==> src/rtl/cart_rom_arbiter.sv <==
// Cartridge ROM port arbiter: buffers HPS download writes in a small FIFO and
// gives cartridge reads priority. Optional checksum enabled by CART_ROM_CHECKSUM_EN.
//
// state  | meaning
// -------+--------------------------------------------------------------
// IDLE   | after reset, no download seen yet
// LOAD   | download active, writes being accepted into the FIFO
// DRAIN  | download ended, FIFO and last RAM write still emptying
// READY  | ROM image complete in RAM, rom_loaded asserted
module cart_rom_arbiter #(
  parameter int ADDR_W      = 15,
  parameter int FIFO_DEPTH  = 4,
  parameter int WAIT_THRESH = 2
) (
  input  logic              clk_sys,
  input  logic              reset_n,
  input  logic              ioctl_download,
  input  logic              ioctl_wr,
  input  logic [24:0]       ioctl_addr,
  input  logic [7:0]        ioctl_dout,
  output logic              ioctl_wait,
  input  logic              cpu_req,
  input  logic [ADDR_W-1:0] cpu_addr,
  output logic [7:0]        cpu_data,
  output logic              cpu_valid,
  output logic [ADDR_W-1:0] mem_addr,
  output logic              mem_we,
  output logic [7:0]        mem_wdata,
  input  logic [7:0]        mem_rdata,
  output logic [ADDR_W:0]   rom_size,
  output logic              rom_loaded,
  output logic              overflow,
  output logic [7:0]        checksum
);

  localparam int PTR_W = $clog2(FIFO_DEPTH);
  localparam int CNT_W = PTR_W + 1;

  typedef enum logic [1:0] {S_IDLE, S_LOAD, S_DRAIN, S_READY} state_t;

  state_t state_q, state_d;

  logic              dl_q;
  logic              dl_rise;
  logic              accept, push, drop, pop;
  logic              full, empty;
  logic [CNT_W-1:0]  count, count_next;
  logic [PTR_W-1:0]  wr_ptr, rd_ptr;
  logic              wait_next;
  logic              rd_pend;
  logic [ADDR_W:0]   addr_plus1, size_base, size_next;
  logic [ADDR_W-1:0] fifo_addr [FIFO_DEPTH];
  logic [7:0]        fifo_data [FIFO_DEPTH];

  assign dl_rise    = ioctl_download & ~dl_q;
  assign accept     = ioctl_wr & ioctl_download & (ioctl_addr[24:ADDR_W] == '0);
  assign full       = (count == CNT_W'(FIFO_DEPTH));
  assign empty      = (count == '0);
  assign push       = accept & ~full;
  assign drop       = accept & full;
  assign pop        = ~cpu_req & ~empty;
  assign addr_plus1 = {1'b0, ioctl_addr[ADDR_W-1:0]} + (ADDR_W+1)'(1);
  assign rom_loaded = (state_q == S_READY);

  always_comb begin
    count_next = count;
    if (push && !pop)
      count_next = count + 1'b1;
    else if (pop && !push)
      count_next = count - 1'b1;
  end

  // Registered from the next count so the flag tracks occupancy with no extra lag.
  assign wait_next = (FIFO_DEPTH - int'(count_next)) <= WAIT_THRESH;

  always_comb begin
    size_base = dl_rise ? '0 : rom_size;
    size_next = size_base;
    if (push && (addr_plus1 > size_base))
      size_next = addr_plus1;
  end

  always_ff @(posedge clk_sys or negedge reset_n) begin
    if (!reset_n)
      state_q <= S_IDLE;
    else
      state_q <= state_d;
  end

  always_comb begin
    state_d = state_q;
    if (dl_rise) begin
      state_d = S_LOAD;
    end else begin
      case (state_q)
        S_LOAD:  if (!ioctl_download)  state_d = S_DRAIN;
        S_DRAIN: if (empty && !mem_we) state_d = S_READY;
        default: state_d = state_q;
      endcase
    end
  end

  always_ff @(posedge clk_sys) begin
    if (push) begin
      fifo_addr[wr_ptr] <= ioctl_addr[ADDR_W-1:0];
      fifo_data[wr_ptr] <= ioctl_dout;
    end
  end

  always_ff @(posedge clk_sys or negedge reset_n) begin
    if (!reset_n) begin
      dl_q       <= 1'b0;
      count      <= '0;
      wr_ptr     <= '0;
      rd_ptr     <= '0;
      ioctl_wait <= 1'b0;
      rd_pend    <= 1'b0;
      cpu_valid  <= 1'b0;
      cpu_data   <= '0;
      mem_addr   <= '0;
      mem_we     <= 1'b0;
      mem_wdata  <= '0;
      rom_size   <= '0;
      overflow   <= 1'b0;
    end else begin
      dl_q       <= ioctl_download;
      count      <= count_next;
      ioctl_wait <= wait_next;
      rom_size   <= size_next;
      overflow   <= (overflow & ~dl_rise) | drop;
      if (push) wr_ptr <= wr_ptr + 1'b1;
      if (pop)  rd_ptr <= rd_ptr + 1'b1;

      rd_pend   <= cpu_req;
      cpu_valid <= rd_pend;
      if (rd_pend)
        cpu_data <= mem_rdata;

      // Reads win the port; buffered writes only use otherwise idle cycles.
      if (cpu_req) begin
        mem_addr <= cpu_addr;
        mem_we   <= 1'b0;
      end else if (pop) begin
        mem_addr  <= fifo_addr[rd_ptr];
        mem_wdata <= fifo_data[rd_ptr];
        mem_we    <= 1'b1;
      end else begin
        mem_we <= 1'b0;
      end
    end
  end

`ifdef CART_ROM_CHECKSUM_EN
  logic [7:0] csum_q;

  always_ff @(posedge clk_sys or negedge reset_n) begin
    if (!reset_n)
      csum_q <= '0;
    else if (dl_rise)
      csum_q <= push ? ioctl_dout : 8'd0;
    else if (push)
      csum_q <= csum_q + ioctl_dout;
  end

  assign checksum = csum_q;
`else
  assign checksum = 8'd0;
`endif

endmodule

==> config.mk <==
export PLATFORM = sky130hd
export DESIGN_NAME = cart_rom_arbiter
export DESIGN_NICKNAME = d
export VERILOG_FILES = /design/src/rtl/cart_rom_arbiter.sv
export SDC_FILE = /design/constraint.sdc
export NUM_CORES = 1
export LEC_CHECK = 0
export BUFFER_PORTS_ARGS = -buffer_cell sky130_fd_sc_hd__buf_2
export CORE_MARGIN = 5
export CORE_UTILIZATION = 56
export DETAILED_ROUTE_END_ITERATION = 7
export PLACE_DENSITY = 0.78
export SETUP_SLACK_MARGIN = 0.1
export SLEW_MARGIN = 20
export SYNTH_ARGS = -nofsm -noshare
export SYNTH_HDL_FRONTEND = slang
export SYNTH_SLANG_ARGS = --single-unit
==> constraint.sdc <==
create_clock -name clk_sys -period 4.9 [get_ports clk_sys]
set_clock_uncertainty 0.05 [all_clocks]
set_input_delay 0.49 -clock clk_sys [delete_from_list [all_inputs] [get_ports clk_sys]]
set_output_delay 0.49 -clock clk_sys [all_outputs]
set_load 0.02 [all_outputs]
==> flow_summary.toml, run 1 <==
[run_status]
status = "completed"

[power]
finalPower_w = 0.00385
p_seq_frac = 0.419
power_frac_comb = 0.219
p_sw_frac = 0.276
clockPowerShare = 0.362
powerDensity_mw_per_mm2 = 477
intPower_w = 0.00279
leakagePower_nw = 3.42
peakVddDrop_mv = 0.251
switching_power_w = 0.00107

[grt]
grt_pass1_vias = 4215
antenna_found_initial = 0
grtUsageTotal = 0.204
grt_max_degree = 63
grt-ovfl-total = 0
grt_pass1_wl_um = 22000

[clock_network]
worst_setup_hold_path_clk_slew_ns = 0.06
root_buffer = "clkbuf_16"
cts_tree = "done"
cts_sinks = 154
ctsHoldBuffers = 0
htreeDepth = 4
numCtsBuffers = 17
cts.path.max_buffers = 2
cts_resized = 0
clock_latency_ns = 0.42
cts_setup_buffers = 0

[die]
die_w_um = 120
die_area_sq_mm = 0.0143
ioPinCount = 121
die_h_um = 120
num_rows = 40
start_util = 0.566
core_area_sq_mm = 0.0119

[synthesis]
avgSynthCellArea_sq_um = 15.0
yosysWarningCount = 0
synth_edf_count = 92
syn-cell-area_sq_mm = 0.00675
synth.distinct_cells = 42
ys_seq_area_frac = 0.639
synthArstFlopShare = 0.403
dominantRegCellSynth = "edfxtp_1"
ys_ff_latch = 154
syn_inst = 449

[worst_setup_path]
required_ns = 5.16
worst-path-max-fanout = 16
r2r_slack_ns = 1.16
max_stage_delay_ns = 0.65
worst_path_max_delay_cell = "a211o_1"
cp-end-kind = "flop"
reg2reg_from = "dl_q$_DFF_PN0_"
crit_chain = "buf_2, and4_1, nand3_1, nor4_1, xor2_1, ha_1, nand4_4, nor2_1, or4_1, a211oi_2, a211o_1, mux2_4"
crit_type = "in -> reg"
rr_worst_depth = 11
worstReg2RegEnd = "rom_size[9]$_DFF_PN0_"
start_kind = "input port"
crit_arrival_ns = 4.14

[detailed_routing]
routed.top_layer = "met4"
viasPerCell = 5.59
via_count = 4077
wl_per_cell_um = 19.0
wl_um = 13800
first_pass_iters = 4
drc = 0
wl_met3_um = 1010
drt-met1-wl_um = 5640
wl_met2_um = 7030
drt-initial-drc-count = 283
antenna_left = 0

[timing]
report.final.slew_viol_count = 0
tns_ns = 0
hold_viol_final = 0
tightest_slew_ns = 1.05
rsz0062_at_grt = "false"
whs_ns = 0.174
finalSetupViolCount = 0
slew_headroom = 0.300
max_freq_mhz = 258
layout_min_cycle_time_ns = 3.88
finalCritPeriodShare = 0.792

[final_layout]
diodes = 0
fillCellCount = 849
final_cell_mix = "buf_2 (112), edfxtp_1 (92), dfrtp_1 (62), nand2_1 (44), ha_1 (24)"
final_common_cell = "buf_2"
layout.nets = 654
drive_above_1_share = 0.345
synthToLayoutAreaGrowth_pct = 19.7

[hold_path]
worstHoldStart = "ioctl_download"
hold_end = "dl_q$_DFF_PN0_"
min_path_type = "in -> reg"
hold-path-cell-count = 1

[place]
dp_hpwl_um = 9390
routabilityCongestion = 0.885
port_buffers = 112

[job]
maxCapViolations = 0
cell families after synthesis:
kind of cell               Yosys count  synth area share
DFF                                154             0.639
and+or+nand+nor                     95            0.0719
muxes                               63             0.144
AOI/OAI and AO/OA                   50            0.0443
buffers and inverters               43            0.0312
adders and majority gates           24            0.0445
xor gates and xnor gates            19            0.0247
other                                1          0.000556
state kept, by name, summed over array words and instances, names as in the netlist:
register    cells
fifo_addr      60
fifo_data      32
rom_size       16
mem_addr       15
cpu_data        8
mem_wdata       8
count           3
rd_ptr          2
state_q         2
wr_ptr          2
cpu_valid       1
dl_q            1
ioctl_wait      1
mem_we          1
overflow        1
rd_pend         1
critical path: cells and delay by family:
| family | cells | cell delay [ns] |
|---|---|---|
| simple gates | 6 | 1.49 |
| compound gates | 2 | 1.03 |
| mux | 1 | 0.36 |
| fa+ha+maj | 1 | 0.31 |
| xor+xnor | 1 | 0.27 |
| buf+inv | 1 | 0.18 |
cells in the mapped netlist, types with 11 or more instances:
master    count  share of area
mux2i_1      18          0.027
nor2_1       11         0.0061
mux2_2       16          0.027
edfxtp_1     92           0.41
ha_1         24          0.045
and2_1       11          0.010
dfrtp_1      62           0.23
mux4_2       23          0.077
inv_1        17         0.0095
o21ai_0      23          0.017
clkbuf_1     11         0.0061
nand2_1      44          0.024
a21oi_1      15          0.011
worst max path at each step:
stage | from | endpoint
2_1_floorplan | ioctl_addr[3] | rom_size[10]$_DFF_PN0_
3_3_place_gp | ioctl_addr[3] | rom_size[9]$_DFF_PN0_
3_5_place_dp | ioctl_addr[3] | rom_size[10]$_DFF_PN0_
4_1_cts | ioctl_addr[3] | rom_size[9]$_DFF_PN0_
5_1_grt | ioctl_addr[3] | rom_size[9]$_DFF_PN0_
6_report | ioctl_addr[3] | rom_size[9]$_DFF_PN0_
cell type report:
| type | instances | area (sq um) | area share |
|---|---|---|---|
| flip-flops and latches | 154 | 4310 | 0.534 |
| multi-input cells | 259 | 2250 | 0.279 |
| repair buffers | 120 | 621 | 0.0768 |
| clock buffers | 19 | 453 | 0.0561 |
| clock inverters | 13 | 189 | 0.0234 |
| well taps | 147 | 184 | 0.0228 |
| inverters | 17 | 63.8 | 0.00790 |
layer usage:
metal	up-vias	GRT usage
li1	1897	-
met1	2029	0.261
met2	140	0.341
met3	11	0.0580
met4	0	0.0608
met5	-	0
power by group through the flow:
stage	combinational [W]	sequential [W]	clock, W
finish	0.000844	0.00162	0.00140
global route	0.000917	0.00164	0.00148
CTS	0.000859	0.00162	0.00142
detailed placement	0.000852	0.00164	0
global placement	0.000825	0.00164	0
floorplan	0.000552	0.00168	0
per-stage QoR:
stage | worst slack, ns | cell area (sq um) | util | std cells
floorplan | 1.53 | 6770 | - | 456
global placement | 0.768 | 7430 | 0.624 | 697
detailed placement | 0.626 | 7430 | 0.624 | 697
CTS | 1.05 | 8080 | 0.678 | 729
global route | 0.753 | 8080 | 0.678 | 729
finish | 1.02 | 8080 | 0.678 | 729
No activity file was read; power rests on OpenSTA's default activity.
==> run 2: changes to the inputs <==
==> constraint.sdc (replaced) <==
create_clock -name clk_sys -period 3.73 [get_ports clk_sys]
set_clock_uncertainty 0.05 [all_clocks]
set_input_delay 0.373 -clock clk_sys [delete_from_list [all_inputs] [get_ports clk_sys]]
set_output_delay 0.373 -clock clk_sys [all_outputs]
set_load 0.02 [all_outputs]
==> run 2 against run 1 <==
Combinational power is 33% higher; power up 31%; sequential power up 31%; via count grew 1.1%; die area stayed put; first-iteration DRC count fell by 20%; final cell count grew 0.96%; critical path type unchanged; largest cell class unchanged; largest power group unchanged; highest routed layer unchanged.
==> flow_summary.toml, run 2 (synthesized netlist as in run 1, its figures left out) <==
[run_status]
status = "completed"

[final_layout]
top_regs = "fifo_addr x60, fifo_data x32, rom_size x16"
regArea_sq_mm = 0.00432
synthToLayoutAreaGrowth_pct = 20.3
layout.nets = 660
final_cells = 736
final_common_cell = "buf_2"
largest_reg_flops = 60
multi_input_area_sq_mm = 0.00225
drive_above_1_share = 0.344
top_register = "fifo_addr"
final_cell_mix = "buf_2 (111), edfxtp_1 (92), dfrtp_1 (61), nand2_1 (44), ha_1 (24)"
fillCellCount = 814

[timing]
max_freq_mhz = 304
layout_min_cycle_time_ns = 3.29
hold_viol_final = 0
finalCritPeriodShare = 0.883
slew_headroom = 0.558
tightest_slew_ns = 0.663
tns_ns = 0
finalSetupViolCount = 0
report.final.slew_viol_count = 0
rsz0062_at_grt = "false"

[clock_network]
clock_latency_ns = 0.42
worst_setup_hold_path_clk_slew_ns = 0.06
cts.path.max_buffers = 2
numCtsBuffers = 17
cts_sinks = 154
root_buffer = "clkbuf_16"
cts_tree = "done"
htreeDepth = 4

[hold_path]
worstHoldStart = "ioctl_download"
hold_end = "dl_q$_DFF_PN0_"
min_path_type = "in -> reg"
hold-path-cell-count = 1

[place]
dp_hpwl_um = 9650
dp.cells = 702
port_buffers = 112
routabilityCongestion = 0.888

[power]
powerDensity_mw_per_mm2 = 621
finalPower_w = 0.00504
peakVddDrop_mv = 0.343
leakagePower_nw = 3.45

[worst_setup_path]
rr_worst_depth = 12
reg2reg_from = "dl_q$_DFF_PN0_"
start_kind = "input port"
worst-path-max-fanout = 16
crit_type = "in -> reg"
required_ns = 3.98
cp-end-kind = "flop"
worstReg2RegEnd = "rom_size[9]$_DFF_PN0_"
crit_arrival_ns = 3.55
r2r_slack_ns = 0.50
startpoint = "ioctl_addr[3]"

[grt]
grt_pass1_wl_um = 22500
grt-ovfl-total = 0
grt_pass1_vias = 4363
grt_max_degree = 41
grtUsageTotal = 0.206
antenna_found_initial = 0

[detailed_routing]
wl_per_cell_um = 19.2
viasPerCell = 5.60
wl_um = 14100
first_pass_iters = 4
via_count = 4120
drt-initial-drc-count = 225
antenna_left = 0
drc = 0

[die]
num_rows = 40
ioPinCount = 121
die_h_um = 120
core_area_sq_mm = 0.0119
start_util = 0.566
die_area_sq_mm = 0.0143
die_w_um = 120

[job]
maxCapViolations = 0
-- run 2: per-layer routing --
layer  up-vias  GRT usage  share of wire  wire length [um]
li1       1921          -              -                 -
met1      2050      0.261           0.42              5930
met2       128      0.343           0.50              7020
met3        21     0.0603          0.065               922
met4         0     0.0702          0.015               215
met5         -          0              0                 0
-- run 2: worst max-delay path by stage --
stage,endpoint,depth (start not counted)
global placement,rom_size[6]$_DFF_PN0_,13
finish,rom_size[9]$_DFF_PN0_,13
global route,rom_size[5]$_DFF_PN0_,13
detailed placement,rom_size[9]$_DFF_PN0_,13
floorplan,rom_size[10]$_DFF_PN0_,12
CTS,rom_size[5]$_DFF_PN0_,13
-- run 2: area by class of cell --
cell class / instances / area share
Clock buffer: 23 / 0.0577
Sequential cell: 154 / 0.532
Multi-Input combinational cell: 259 / 0.278
Tap cell: 147 / 0.0227
Antenna cell: 1 / 0.000308
Timing Repair Buffer: 126 / 0.0842
Inverter: 17 / 0.00786
Clock inverter: 9 / 0.0180
-- run 2: worst max-delay path, stage by stage --
cell	delay (ns)
buf_2	0.18
and4_1	0.26
nand3_1	0.17
nor4_1	0.36
xor2_1	0.26
ha_1	0.31
nand4_4	0.13
nor2_1	0.06
or4_1	0.55
a211oi_2	0.22
a211o_1	0.19
buf_12	0.17
mux2_4	0.31
-- run 2: through the flow --
step            util  hold WS, ns  worst slack [ns]  instance area [sq um]
6_report       0.681       0.0602             0.435                   8120
5_1_grt        0.681       0.0589             0.288                   8110
4_1_cts        0.680       0.0485             0.483                   8100
3_5_place_dp   0.628        0.427            0.0744                   7480
3_3_place_gp   0.628        0.408             0.252                   7480
2_1_floorplan      -       0.0274             0.476                   6770
-- run 2: where the power goes --
group	internal, W	total, W	leakage (nW)	switching, W
Clock	0.00115	0.00178	0.299	0.000630
Combinational	0.000553	0.00112	1.56	0.000571
Sequential	0.00196	0.00213	1.59	0.000173
Total	0.00366	0.00504	3.45	0.00137
-- run 2: timing repair --
action,4_1_cts,5_1_grt
endpoints found under the hold margin,0,39
buffers inserted,0,0
hold buffers,0,1
resized for setup,0,0
==> run 3: changes to the inputs <==
--- a/config.mk
+++ b/config.mk
@@ -6,12 +6,11 @@
 export NUM_CORES = 1
 export LEC_CHECK = 0
 export BUFFER_PORTS_ARGS = -buffer_cell sky130_fd_sc_hd__buf_2
-export CORE_MARGIN = 5
 export CORE_UTILIZATION = 56
 export DETAILED_ROUTE_END_ITERATION = 7
 export PLACE_DENSITY = 0.78
 export SETUP_SLACK_MARGIN = 0.1
-export SLEW_MARGIN = 20
+export SLEW_MARGIN = 10
 export SYNTH_ARGS = -nofsm -noshare
 export SYNTH_HDL_FRONTEND = slang
 export SYNTH_SLANG_ARGS = --single-unit
==> run 3 against run 2 <==
The run now ends with DRC left; hold slack improved by 0.0011 ns; sequential power about the same; die area decreased by 13%; sequential share of layout area increased by 0.35 points; via count decreased by 0.92%; clock power about the same; non-clock buffer count decreased by 2; power decreased by 0.65%; first-iteration DRC count increased by 17%; critical endpoint is now rom_size[14]$_DFF_PN0_.
==> flow_summary.toml, run 3 (synthesized netlist as in run 1, its figures left out) <==
[timing]
setup_slack_ns = 0.473
layout_min_cycle_time_ns = 3.26
finalCritPeriodShare = 0.873
max_freq_mhz = 307
hold_viol_final = 0
tns_ns = 0
rsz0062_at_grt = "false"
report.final.slew_viol_count = 0
finalSetupViolCount = 0
tightest_slew_ns = 1.14
slew_headroom = 0.241

[clock_network]
cts.path.max_buffers = 2
cts_tree = "done"
cts_setup_buffers = 0
worst_setup_hold_path_clk_slew_ns = 0.06
cts_resized = 0
numCtsBuffers = 17
clock_latency_ns = 0.42
root_buffer = "clkbuf_16"
cts_sinks = 154
htreeDepth = 4
ctsHoldBuffers = 0

[worst_setup_path]
start_kind = "input port"
worstReg2RegEnd = "rom_size[14]$_DFF_PN0_"
cp-end-kind = "flop"
crit_type = "in -> reg"
required_ns = 3.98
crit_arrival_ns = 3.51
r2r_slack_ns = 0.52
reg2reg_from = "dl_q$_DFF_PN0_"
rr_worst_depth = 12
worst-path-max-fanout = 11

[die]
num_rows = 39
die_w_um = 112
ioPinCount = 121
die_area_sq_mm = 0.0125
core_area_sq_mm = 0.0116
start_util = 0.583
die_h_um = 112

[final_layout]
drive_above_1_share = 0.340
final_common_cell = "buf_2"
layout.nets = 658
largest_reg_flops = 60
top_regs = "fifo_addr x60, fifo_data x32, rom_size x16"
top_register = "fifo_addr"
post-route-util = 0.697
final_cell_mix = "buf_2 (112), edfxtp_1 (92), dfrtp_1 (62), nand2_1 (44), ha_1 (24)"
fillCellCount = 743
diodes = 0
synthToLayoutAreaGrowth_pct = 19.5

[run_status]
failed_checks = "DRC"
status = "complete, but fails checks"

[grt]
grtUsageTotal = 0.240
grt_pass1_vias = 4354
grt_pass1_wl_um = 22400
antenna_found_initial = 0
grt-ovfl-total = 0
grt_max_degree = 42

[detailed_routing]
antenna_left = 0
drc = 9
first_pass_iters = 7
via_count = 4082
wl_um = 13800
wl_per_cell_um = 18.9
viasPerCell = 5.60
drt-initial-drc-count = 264

[hold_path]
worstHoldStart = "ioctl_download"
hold_end = "dl_q$_DFF_PN0_"
min_path_type = "in -> reg"
hold-path-cell-count = 1

[power]
leakagePower_nw = 3.43
powerDensity_mw_per_mm2 = 621
peakVddDrop_mv = 0.335

[place]
port_buffers = 112
dp_hpwl_um = 9150
routabilityCongestion = 0.875
pre_cts_ws_ns = 0.160

[job]
maxCapViolations = 0
## run 3: critical path, stage by stage
cell and delay, ns:
buf_2 0.18, and4_1 0.25, nand3_1 0.17, nor4_1 0.37, xor2_1 0.27, ha_1 0.32, nand4_4 0.13, nor2_1 0.05
or4_1 0.52, a211oi_2 0.20, a211o_1 0.15, buf_4 0.20, mux2_4 0.32
## run 3: how the worst max path moves through the flow
stage	cells past startpoint	startpoint	endpoint
after CTS	12	dl_q$_DFF_PN0_	rom_size[14]$_DFF_PN0_
after global placement	13	ioctl_addr[3]	rom_size[14]$_DFF_PN0_
after global routing	13	ioctl_addr[3]	rom_size[14]$_DFF_PN0_
final	13	ioctl_addr[3]	rom_size[14]$_DFF_PN0_
after floorplan	12	ioctl_addr[3]	rom_size[10]$_DFF_PN0_
after detailed placement	13	ioctl_addr[3]	rom_size[14]$_DFF_PN0_
## run 3: where the power goes
| group | internal (W) | leakage, nW | switching, W |
|---|---|---|---|
| logic | 0.000549 | 1.54 | 0.000572 |
| registers | 0.00196 | 1.59 | 0.000174 |
| clock network | 0.00113 | 0.299 | 0.000622 |
## run 3: routing by layer
layer | share of wire | global-route usage | routed length (um)
met2 | 0.49 | 0.391 | 6760
met3 | 0.064 | 0.0484 | 882
met4 | 0.011 | 0.0991 | 152
met5 | 0 | 0 | 0
met1 | 0.44 | 0.318 | 6020
## run 3: metrics by stage
stage | power [W] | cell area [sq um] | hold slack, ns | instances
after global placement | 0.00323 | 7460 | 0.407 | 697
after floorplan | 0.00294 | 6770 | 0.0274 | 456
after detailed placement | 0.00329 | 7460 | 0.427 | 697
final | 0.00500 | 8060 | 0.0613 | 729
after CTS | 0.00504 | 8060 | 0.0470 | 729
after global routing | 0.00522 | 8060 | 0.0557 | 729
## run 3: cell type report
| type | count | area, sq um | area share |
|---|---|---|---|
| clock buffers | 22 | 454 | 0.0563 |
| well taps | 143 | 179 | 0.0222 |
| inverters | 17 | 63.8 | 0.00792 |
| repair buffers | 124 | 651 | 0.0807 |
| flip-flops and latches | 154 | 4310 | 0.535 |
| multi-input cells | 259 | 2250 | 0.279 |
| clock inverters | 10 | 149 | 0.0185 |
